File: src/rtl/uart_pkg.sv
// Shared definitions for the UART transmit-side scheduling blocks.
package uart_pkg;

  localparam int UART_DATA_W      = 8;
  localparam int DEF_GAP_CYCLES   = 2;
  localparam int DEF_BUSY_TIMEOUT = 4;

  typedef enum logic [1:0] {
    IDLE      = 2'b00,
    WAIT_BUSY = 2'b01,
    WAIT_DONE = 2'b10,
    GAP       = 2'b11
  } arb_state_t;

  function automatic int max_int(input int a, input int b);
    return (a > b) ? a : b;
  endfunction

endpackage

File: src/rtl/rr_arbiter.sv
// Combinational round-robin pick: first set request searching upward from rr_ptr+1,
// wrapping at NUM_REQ-1 so non-power-of-2 counts never visit unused indices.
module rr_arbiter #(
  parameter int NUM_REQ = 4,
  parameter int PTR_W   = $clog2(NUM_REQ)
) (
  input  logic [NUM_REQ-1:0] req,
  input  logic [PTR_W-1:0]   rr_ptr,
  output logic [PTR_W-1:0]   winner,
  output logic               valid
);

  logic [PTR_W-1:0] idx;

  always_comb begin
    winner = '0;
    valid  = 1'b0;
    idx    = rr_ptr;
    for (int k = 0; k < NUM_REQ; k++) begin
      idx = (idx == PTR_W'(NUM_REQ - 1)) ? '0 : idx + PTR_W'(1);
      if (!valid && req[idx]) begin
        valid  = 1'b1;
        winner = idx;
      end
    end
  end

endmodule

File: src/rtl/uart_tx_arbiter.sv
// Shares one UART transmitter among NUM_REQ byte sources: grants round-robin,
// tracks the tx_busy handshake per frame and pulses ack/done/err per requester.
//
// state     | meaning
// IDLE      | arbitrating; grant only when a request is pending and tx_busy is low
// WAIT_BUSY | tx_start issued, waiting for the uart to raise tx_busy
// WAIT_DONE | frame on the line, waiting for tx_busy to fall
// GAP       | forced idle line time before the next arbitration
module uart_tx_arbiter
  import uart_pkg::*;
#(
  parameter int NUM_REQ      = 4,
  parameter int GAP_CYCLES   = DEF_GAP_CYCLES,
  parameter int BUSY_TIMEOUT = DEF_BUSY_TIMEOUT
) (
  input  logic                           clk,
  input  logic                           reset,
  input  logic [NUM_REQ-1:0]             req,
  input  logic [UART_DATA_W*NUM_REQ-1:0] req_data,
  output logic [NUM_REQ-1:0]             ack,
  output logic [NUM_REQ-1:0]             done,
  output logic                           err,
  output logic                           tx_start,
  output logic [UART_DATA_W-1:0]         tx_data,
  input  logic                           tx_busy,
  output logic                           active
);

  localparam int PTR_W = $clog2(NUM_REQ);
  localparam int CNT_W = $clog2(max_int(GAP_CYCLES, BUSY_TIMEOUT) + 1);
  localparam logic [CNT_W-1:0] BUSY_LAST = CNT_W'(BUSY_TIMEOUT - 1);
  localparam logic [CNT_W-1:0] GAP_LAST  = (GAP_CYCLES > 0) ? CNT_W'(GAP_CYCLES - 1) : '0;

  arb_state_t             state;
  logic [PTR_W-1:0]       rr_ptr;
  logic [PTR_W-1:0]       owner;
  logic [PTR_W-1:0]       winner;
  logic                   win_valid;
  logic [CNT_W-1:0]       cnt;
  logic [UART_DATA_W-1:0] req_bytes [NUM_REQ];

  for (genvar i = 0; i < NUM_REQ; i++) begin : g_bytes
    assign req_bytes[i] = req_data[i*UART_DATA_W +: UART_DATA_W];
  end

  rr_arbiter #(
    .NUM_REQ (NUM_REQ),
    .PTR_W   (PTR_W)
  ) u_rr (
    .req    (req),
    .rr_ptr (rr_ptr),
    .winner (winner),
    .valid  (win_valid)
  );

  always_ff @(posedge clk or negedge reset) begin
    if (!reset) begin
      state    <= IDLE;
      rr_ptr   <= PTR_W'(NUM_REQ - 1);
      owner    <= '0;
      cnt      <= '0;
      tx_start <= 1'b0;
      tx_data  <= '0;
      ack      <= '0;
      done     <= '0;
      err      <= 1'b0;
      active   <= 1'b0;
    end else begin
      tx_start <= 1'b0;
      ack      <= '0;
      done     <= '0;
      err      <= 1'b0;
      case (state)
        IDLE: begin
          // a busy line in IDLE is a foreign or stale frame; hold off until it clears
          if (win_valid && !tx_busy) begin
            tx_data     <= req_bytes[winner];
            tx_start    <= 1'b1;
            ack[winner] <= 1'b1;
            owner       <= winner;
            rr_ptr      <= winner;
            cnt         <= '0;
            state       <= WAIT_BUSY;
            active      <= 1'b1;
          end
        end
        WAIT_BUSY: begin
          if (tx_busy) begin
            state <= WAIT_DONE;
          end else if (cnt == BUSY_LAST) begin
            err   <= 1'b1;
            cnt   <= '0;
            state <= GAP;
          end else begin
            cnt <= cnt + CNT_W'(1);
          end
        end
        WAIT_DONE: begin
          if (!tx_busy) begin
            done[owner] <= 1'b1;
            cnt         <= '0;
            if (GAP_CYCLES > 0) begin
              state <= GAP;
            end else begin
              state  <= IDLE;
              active <= 1'b0;
            end
          end
        end
        GAP: begin
          if (cnt == GAP_LAST) begin
            state  <= IDLE;
            active <= 1'b0;
          end else begin
            cnt <= cnt + CNT_W'(1);
          end
        end
        default: begin
          state  <= IDLE;
          active <= 1'b0;
        end
      endcase
    end
  end

endmodule

File: config.mk
export PLATFORM = sky130hd
export DESIGN_NAME = uart_tx_arbiter
export DESIGN_NICKNAME = d
export VERILOG_FILES = /design/src/rtl/uart_pkg.sv /design/src/rtl/rr_arbiter.sv /design/src/rtl/uart_tx_arbiter.sv
export SDC_FILE = /design/constraint.sdc
export NUM_CORES = 1
export LEC_CHECK = 0
export CORE_MARGIN = 2
export CORE_UTILIZATION = 43
export CTS_CLUSTER_SIZE = 25
export DETAILED_ROUTE_END_ITERATION = 8
export GPL_TIMING_DRIVEN = 0
export HOLD_SLACK_MARGIN = 0.1
export PLACE_DENSITY = 0.77
export SYNTH_ARGS = -nofsm -noshare
export SYNTH_HDL_FRONTEND = slang
export SYNTH_SLANG_ARGS = --single-unit
File: constraint.sdc
create_clock -name clk -period 4.8 [get_ports clk]
set_input_delay 0.96 -clock clk [delete_from_list [all_inputs] [get_ports clk]]
set_output_delay 0.96 -clock clk [all_outputs]
set_load 0.005 [all_outputs]
==> results.md, run 1 <==
Timing:
- The final setup TNS is 0 ns.
- The post-route minimum period is 2.45 ns.
- In the finished design, the share of the clock period the worst path needs comes to 51.1%.
- Setup repair after global routing left no endpoint under its margin.
- The total of endpoints with negative setup slack in the final report is 0.
- Across the routed clock network, the largest skew measured is 0.00252 ns.
- The transition time at the pin with the least slew margin is roughly 0.63 ns.
- The final max-slew violation count was 0.
- The setup slack of the critical path after layout is 2.35 ns.
- The final-report hold violation count is 0.
- The worst pin sits at a relative slew slack of about 58%.
- The highest attainable clock frequency is between 400 and 500 MHz.

Drt:
- The first-iteration detailed-routing DRC count is 120.
- The per-cell routed wire length is between 10 and 15 um.
- The number of vias per cell is 5.16.
- The final wirelength is 3520 um.
- The count of unresolved DRC violations after routing is 0.
- The count of vias placed by the detailed router is about 1400.
- The post-route antenna net violation count is 0.
- The length of the first detailed-routing pass in iterations is 4.

Die:
- For this configuration, the core starts out at a cell density of 45.7%.
- The area of the core is 4090 um^2.
- The number of top-level pins is 58.
- The total die area is 4880 um^2.
- The count of standard-cell rows is 23.
- The overall die height is 69.9 um.
- The die is 69.9 um wide.

Synthesis:
- The number of flops mapped to enable cells by yosys is 0.
- After Yosys synthesis, and, or, nand and nor cells account for 9.79% of the synthesized area.
- In the post-synthesis netlist, the biggest area contributors are dfrtp_1, mux2i_1, ha_1, mux2_2, buf_6.
- The multiplexer area fraction after synthesis is 24.5%.
- The post-synthesis instance area is 1870 um^2.
- After synthesis, the share of flip-flops with an asynchronous set or reset is 100%.
- Of the total synthesized cell area, the portion taken by XOR and XNOR cells is 0%.
- The synthesized netlist devotes 14.3% of its cell area to compound gates.
- The number of synthesized register bits is 28.
- For this run, the number of Yosys warnings is 0.
- Dividing the synthesized area by the synthesized cell count gives 11.4 um^2.
- The most used flip-flop cell after synthesis is dfrtp_1.
- The number of standard cells after synthesis is 164.
- The share of the synthesized area in the top cell type is 34.9%.
- The combinational family with the most area after synthesis is multiplexers.
- Synthesis produced a netlist with a net count of 212.
- The cell type contributing the most total cell area after synthesis is dfrtp_1.
- The number of different library cells used by synthesis comes to between 40 and 50.
- The share of the Yosys chip area taken by registers is between 30% and 40%.
- The adder and majority gate portion of the synthesized area is just over 6%.

Placed design:
- The quantity of I/O buffers inserted on ports is 53.
- At the placement stage, the worst setup path has a slack of approximately 2.0 ns.
- The placer congestion estimate is 0.807.
- Detailed placement finished with a half-perimeter wire length of 2670 um.

Pwr:
- VDD sags by at most 0.277 mV.
- Summed over all cells, the static leakage comes to 0.00113 uW.
- In this run the power density over the cells is a little under 600 nW/um^2.

Clock tree:
- The number of buffers between clock root and the deepest sink is 2.
- The clock reaches the later pin of the worst-skew pair after 0.28 ns.
- Clock tree synthesis selected as its root buffer the cell clkbuf_8.
- Clock tree synthesis inserted a total of 3 buffers.
- In this run, post-CTS repair resized a total of 0 instances.
- Once the clock tree was built, the setup fixing pass inserted 0 buffers.
- TritonCTS built the clock tree.
- In this run the number of H-tree levels came out at 1.
- The clock input transition at the sequential cells of the worst setup and hold paths is 0.10 ns.
- The number of clock sinks is 28.
- Hold repair after CTS inserted 0 buffers.

Worst setup path:
- Of all nets on the critical path, the largest fanout is 10.
- The startpoint identified for the worst register-to-register timing path is rr_ptr[0]$_DFFE_PN1P_.
- The critical path arrival is 2.62 ns.
- The start-to-end type of the worst setup path is input port to flip-flop.
- For this design, the slowest cell found on the critical path is o32ai_4.
- Walking the worst path, the cells encountered are buf_2 > o31a_1 > o32ai_4 > buf_8 > mux2i_1 > mux2i_1 > mux2_1.
- STA puts the critical path data required time at a little under 5 ns.
- The endpoint identified for the worst register-to-register timing path is tx_data[6]$_DFFE_PN0P_.
- The most frequent cell on the critical path is mux2i_1.
- The number of cells on the worst reg-to-reg path is 8.
- STA classifies the critical path endpoint as a flip-flop.
- The stage delay of the slowest cell on the critical path is 0.41 ns.
- The type of element launching the critical path is an input port.
- The register-to-register path setup slack is 2.38 ns.

Worst hold path:
- The endpoint of the worst hold-timing path is done[0]$_DFF_PN0_.
- The hold-critical path depth is 1.
- The class of the tightest hold or removal check is flip-flop to flip-flop.
- The startpoint of the tightest hold check path is owner[0]$_DFFE_PN0P_.

Final layout:
- At the end of the flow, the number of nets in the layout was between 200 and 300.
- 0 antenna diodes ended up in the layout.
- Compared with the post-synthesis result, the final layout area differs by 35.3%.
- The number of fillers in the final layout is 336.
- The post-route netlist has 15.8% of its cells at a drive strength greater than 1.

Run status:
- The run finished with clean final reports.

Global routing:
- The via count of the first global-routing pass was between 1000 and 1500.
- The initial antenna violation count was 0.
- The total overflow left after global routing is 0.
- In the global route stage, overall resource usage came out at 15.4%.
- The pin count of the biggest net entering global routing is 29.
- The first global-routing pass estimated 6180 um of wire.

Flow run:
- The max-capacitance violation count is 0.
through the flow:
stage / hold WS, ns / total power [uW] / instances / area (um^2) / utilization (%)
2_1_floorplan: 0.436 / 1070 / 164 / 1870 / -
3_3_place_gp: 0.458 / 1310 / 267 / 2460 / 60.2
3_5_place_dp: 0.466 / 1320 / 267 / 2460 / 60.2
4_1_cts: 0.478 / 1510 / 271 / 2530 / 61.9
5_1_grt: 0.497 / 1610 / 271 / 2520 / 61.8
6_report: 0.475 / 1490 / 271 / 2520 / 61.8
cell families after synthesis:
| logic type | count (synthesis) |
|---|---|
| multiplexers | 44 |
| AND/OR/NAND/NOR | 32 |
| AO/OA/AOI/OAI | 28 |
| flip-flops | 28 |
| buffers and inverters | 23 |
| adder cells (fa/ha/maj) | 9 |
how the worst max path moves through the flow:
stage | startpoint | end | slack, ns | cells past startpoint
CTS | req[3] | tx_data[6]$_DFFE_PN0P_ | 2.33 | 7
global placement | req[3] | tx_data[6]$_DFFE_PN0P_ | 2.04 | 7
finish | req[3] | tx_data[6]$_DFFE_PN0P_ | 2.35 | 7
detailed placement | req[3] | tx_data[6]$_DFFE_PN0P_ | 2.03 | 7
global route | req[3] | tx_data[2]$_DFFE_PN0P_ | 2.25 | 7
floorplan | req[3] | tx_data[6]$_DFFE_PN0P_ | 2.16 | 7
report_power, final:
| part | switching, uW | total [uW] | internal [uW] | leakage, uW |
|---|---|---|---|---|
| combinational | 429 | 919 | 489 | 0.000743 |
| sequential | 57.0 | 387 | 330 | 0.000351 |
| clock | 75.5 | 187 | 112 | 0.0000357 |
layout make-up:
class                      instances  area, um^2  area share, %
clock inverter                     1        30.0           1.19
sequential                        28         703           27.8
buffer                            11        98.8           3.91
inverter                          12        45.0           1.78
tap                               50        62.6           2.48
clock buffer                       3        41.3           1.64
timing repair buffer              53         526           20.8
multi-input combinational        113        1020           40.3
flip-flops by register name (all words and copies together) (netlist names):
name and cells:
ack 4, tx_start 1, done 4, tx_data 8
rr_ptr 2, cnt 3, err 1, owner 2
state 2, active 1
cells in the mapped netlist (2+ instances only):
cell type,instances
mux2_2,8
a31oi_1,5
inv_1,11
mux2_1,5
o21ai_0,2
ha_1,9
nor3b_1,3
buf_6,5
nor2_1,10
and3b_1,2
mux2i_1,31
dfstp_2,2
nor2b_1,2
buf_2,4
dfrtp_1,26
nand2b_1,4
a21oi_1,5
nand2_1,5
critical path, delay by kind of cell:
kind / cells / cell delay, ns
multiplexers: 3 / 0.58
AO/OA/AOI/OAI: 2 / 0.70
buffers and inverters: 2 / 0.38
placed cells by master, fill, tap and decap left out, types with 2 or more instances in the layout:
master,count
a21oi_1,5
a31oi_1,5
and3b_1,2
buf_2,5
buf_6,5
clkbuf_8,3
clkdlybuf4s50_1,52
dfrtp_1,26
dfstp_2,2
ha_1,9
inv_1,11
mux2_1,5
mux2_2,8
mux2i_1,31
nand2_1,5
nand2b_1,4
nor2_1,10
nor2b_1,2
nor3b_1,3
o21ai_0,2
layer usage:
metal	vias to the layer above	wire length [um]	GRT usage [%]
met3	4	212	3.75
met5	-	0	0
met4	0	35	4.49
met2	38	1750	26.0
met1	658	1520	19.5
li1	699	-	-
(Power assumes the default switching activity.)
==> inputs of run 2 (changes only) <==
Clock period 4.8 ns to 2.5 ns, I/O delays scaled along.
==> run 2 against run 1 <==
Net effect:
- highest routed layer unchanged
- sequential share of layout area is 0.083 points lower
- first-iteration DRC count is 7.5% higher
- power is 93% higher
- combinational power increased by 94%
- critical endpoint is now owner[0]$_DFFE_PN0P_
- wire length increased by 0.20%
- final cell count increased by 0.37%
- worst hold slack got worse by 0.25 ns
==> results.md, run 2 (synthesis gave the netlist of run 1 again) <==
Timing:
- The final worst clock skew is 0.00262 ns (+0.0000977 ns).
- Setup repair after global routing left no endpoint under its margin.
- The final hold slack is 0.225 ns (-0.250 ns).
- Based on the critical path, the design can be clocked at up to 420 MHz.
- The final-report hold violation count was 0 (unchanged).
- The post-route minimum period is 2.38 ns.
- The worst slew slack as a fraction of its limit came to 58.3% (about the same).
- The transition time at the pin with the least slew margin came to 0.626 ns (+0.000605 ns).
- The final setup TNS came to 0 ns (unchanged).
- The total of endpoints with negative setup slack in the final report is 0 (unchanged).
- The worst path uses around 95% of the clock period.
- The final max-slew violation count is 0 (unchanged).

Worst setup path:
- The worst register-to-register path begins at rr_ptr[0]$_DFFE_PN1P_.
- The most frequent cell on the critical path is mux2i_1.
- The stage delay of the slowest cell on the critical path is 0.56 ns (+0.15 ns).
- The register-to-register path setup slack is 0.12 ns (-2.26 ns).
- The start-to-end type of the worst setup path is flip-flop to flip-flop.
- The path depth of the worst reg2reg path is 8 (unchanged).
- The capture point of the worst reg-to-reg path is owner[0]$_DFFE_PN0P_.
- The critical path arrival was 2.55 ns (-0.07 ns).
- The critical path goes through ha_1 > buf_2 > mux2i_1 > mux2i_1 > o32ai_2 > a21oi_4 > buf_6 > mux2_1.
- The largest fanout on the critical path was 10 (unchanged).
- The cell at the slowest stage of the critical path is dfstp_2.
- The required arrival time at the worst endpoint is 2.67 ns (-2.30 ns).
- STA classifies the critical path startpoint as a flip-flop.
- The nature of the critical path endpoint is a flip-flop.

Final layout:
- The area growth from synthesis to layout is 35.7%.
- The number of antenna repair diodes was 0 (unchanged).
- The number of nets in the layout is 271 (+0.37%).
- The flip-flop count of the largest register, all copies and words added came to 8 (unchanged).
- The library cells used most frequently in the layout, excluding fill and tap cells, are clkdlybuf4s50_1, mux2i_1, dfrtp_1.
- The largest registers in the layout are tx_data (8), ack (4), done (4).
- Ranked by flip-flop count, first place goes to tx_data.
- The proportion of layout cells with a drive suffix above 1 came to 16.2% (+0.38 points).
- The most frequent standard cell in the layout excluding fill and tap cells is clkdlybuf4s50_1.

Global routing:
- The routing usage on met2 was 26.0% (unchanged).
- The met1 usage in global routing is 19.5% (unchanged).
- The overall fraction of global-route tracks in use came to 15.4% (unchanged).
- The global-route wire length before repair came to 6180 um (unchanged).
- The via count of the first global-routing pass is 1373 (unchanged).
- The pin count of the biggest net entering global routing was 29 (unchanged).
- The routing usage on met3 is 3.75% (unchanged).
- The initial antenna violation count is 0 (unchanged).
- The total congestion overflow after global routing is 0 (unchanged).
- The routing layer with the top usage in global route is met2.

Drt:
- The count of unresolved DRC violations after routing is 0 (unchanged).
- The first-iteration detailed-routing DRC count is 129 (+7.5%).
- The count of vias placed by the detailed router is 1404 (+0.36%).
- The per-cell routed wire length is 13.0 um (-0.17%).
- The post-route antenna net violation count is 0 (unchanged).
- The final wirelength is 3530 um (+0.20%).
- The length of the first detailed-routing pass in iterations is 4 (unchanged).
- The number of vias per cell is 5.16 (about the same).

Clock tree:
- The clock input transition at the sequential cells of the worst setup and hold paths came to 0.10 ns (about the same).
- The clock latency at the later pin of the worst-skew pair is 0.28 ns (about the same).
- The clock root buffer is clkbuf_8.
- The number of buffers between clock root and the deepest sink was 2 (unchanged).
- The number of clock sinks was 28 (unchanged).
- The number of buffers created by CTS is 3 (unchanged).
- The deepest level of the CTS H-tree is 1 (unchanged).
- The TritonCTS clock tree is yes.

Die:
- The area of the core came to 4090 um^2 (unchanged).
- The overall die height is 69.9 um (unchanged).
- The count of standard-cell rows is 23 (unchanged).
- The die boundary width is 69.9 um (unchanged).
- The total die area is 4880 um^2 (unchanged).
- The number of top-level pins came to 58 (unchanged).
- The effective utilization at floorplan is 45.7% (unchanged).

Worst hold path:
- The tightest min-delay check is of the input port to asynchronous set/reset pin type.

Placed design:
- The quantity of I/O buffers inserted on ports is 53 (unchanged).
- The placer congestion estimate was 0.807 (unchanged).
- The detailed placement HPWL is 2670 um (unchanged).

Pwr:
- The power density over the cells was 1140 nW/um^2 (+92%).
- The part of the total power dissipated in sequential elements came to 25.8% (about the same).
- The leakage dissipation is 0.00113 uW (+0.40%).
- The combinational power share is 61.7% (+0.2 points).
- The share of total power consumed by net switching is 37.6% (-0.047 points).
- The switching power of the nets is 1080 uW (+93%).
- The internal power summed over all cells is 1800 uW (+93%).
- The clock power share is 12.5% (about the same).
- The largest voltage drop on the vdd net is 0.532 mV (+92%).

Run status:
- The run finished with clean final reports.

Flow run:
- The max-capacitance violation count is 0 (unchanged).
-- run 2: repair_timing --
item	in CTS	in global routing
endpoints found under the hold margin	0	0
resized for setup	0	0
setup buffers	0	1
setup endpoints to repair	0	6
hold buffers	0	0
-- run 2: final cells by class --
cell class	instances	area, um^2
plain buffers	11	98.8
repair buffers	54	533
inverters	12	45.0
well taps	50	62.6
clock inverters	1	30.0
multi-input cells	113	1020
flip-flops and latches	28	703
fillers	334	1550
clock buffers	3	41.3
-- run 2: critical path, delay by kind of cell (launching register included) --
| family | cells | cell delay (ns) |
|---|---|---|
| AOI/OAI and AO/OA | 2 | 0.48 |
| buffers and inverters | 2 | 0.38 |
| adders and majority gates | 1 | 0.22 |
| DFF | 1 | 0.56 |
| muxes | 3 | 0.62 |
-- run 2: worst max path at each step --
stage | startpoint | end | slack, ns | cells after the start
after CTS | rr_ptr[0]$_DFFE_PN1P_ | tx_data[6]$_DFFE_PN0P_ | 0.06 | 8
after floorplan | rr_ptr[0]$_DFFE_PN1P_ | tx_data[6]$_DFFE_PN0P_ | 0.23 | 8
after detailed placement | rr_ptr[0]$_DFFE_PN1P_ | tx_data[6]$_DFFE_PN0P_ | 0.07 | 8
after global placement | rr_ptr[0]$_DFFE_PN1P_ | tx_data[6]$_DFFE_PN0P_ | 0.09 | 8
after global routing | rr_ptr[0]$_DFFE_PN1P_ | owner[0]$_DFFE_PN0P_ | 0.003 | 8
final | rr_ptr[0]$_DFFE_PN1P_ | owner[0]$_DFFE_PN0P_ | 0.12 | 8
-- run 2: power by group through the flow --
stage	Combinational (uW)	Clock (uW)	Sequential, uW
final	1780	360	743
after global routing	1950	382	774
after CTS	1790	367	745
after detailed placement	1790	0	749
after global placement	1760	0	746
after floorplan	1310	0	744
-- run 2: metal layers --
layer | vias up | share of wire [%] | wire length (um)
li1 | 700 | - | -
met1 | 664 | 43 | 1530
met2 | 36 | 50 | 1750
met3 | 4 | 5.9 | 208
met4 | 0 | 0.99 | 35
met5 | - | 0 | 0
-- run 2: metrics by stage --
step           total power, uW  setup slack, ns  instances  utilization [%]  area, um^2
2_1_floorplan             2050            0.233        164                -        1870
3_3_place_gp              2510           0.0916        267             60.2        2460
3_5_place_dp              2530           0.0707        267             60.2        2460
4_1_cts                   2910           0.0553        271             61.9        2530
5_1_grt                   3100          0.00347        272             62.0        2530
6_report                  2880            0.121        272             62.0        2530
==> inputs of run 3 (changes only) <==
Settings changed: CTS_CLUSTER_SIZE 25 to 12.
==> results of run 3 <==
Same layout as run 2: the final DEF is identical, and so are final timing and power.
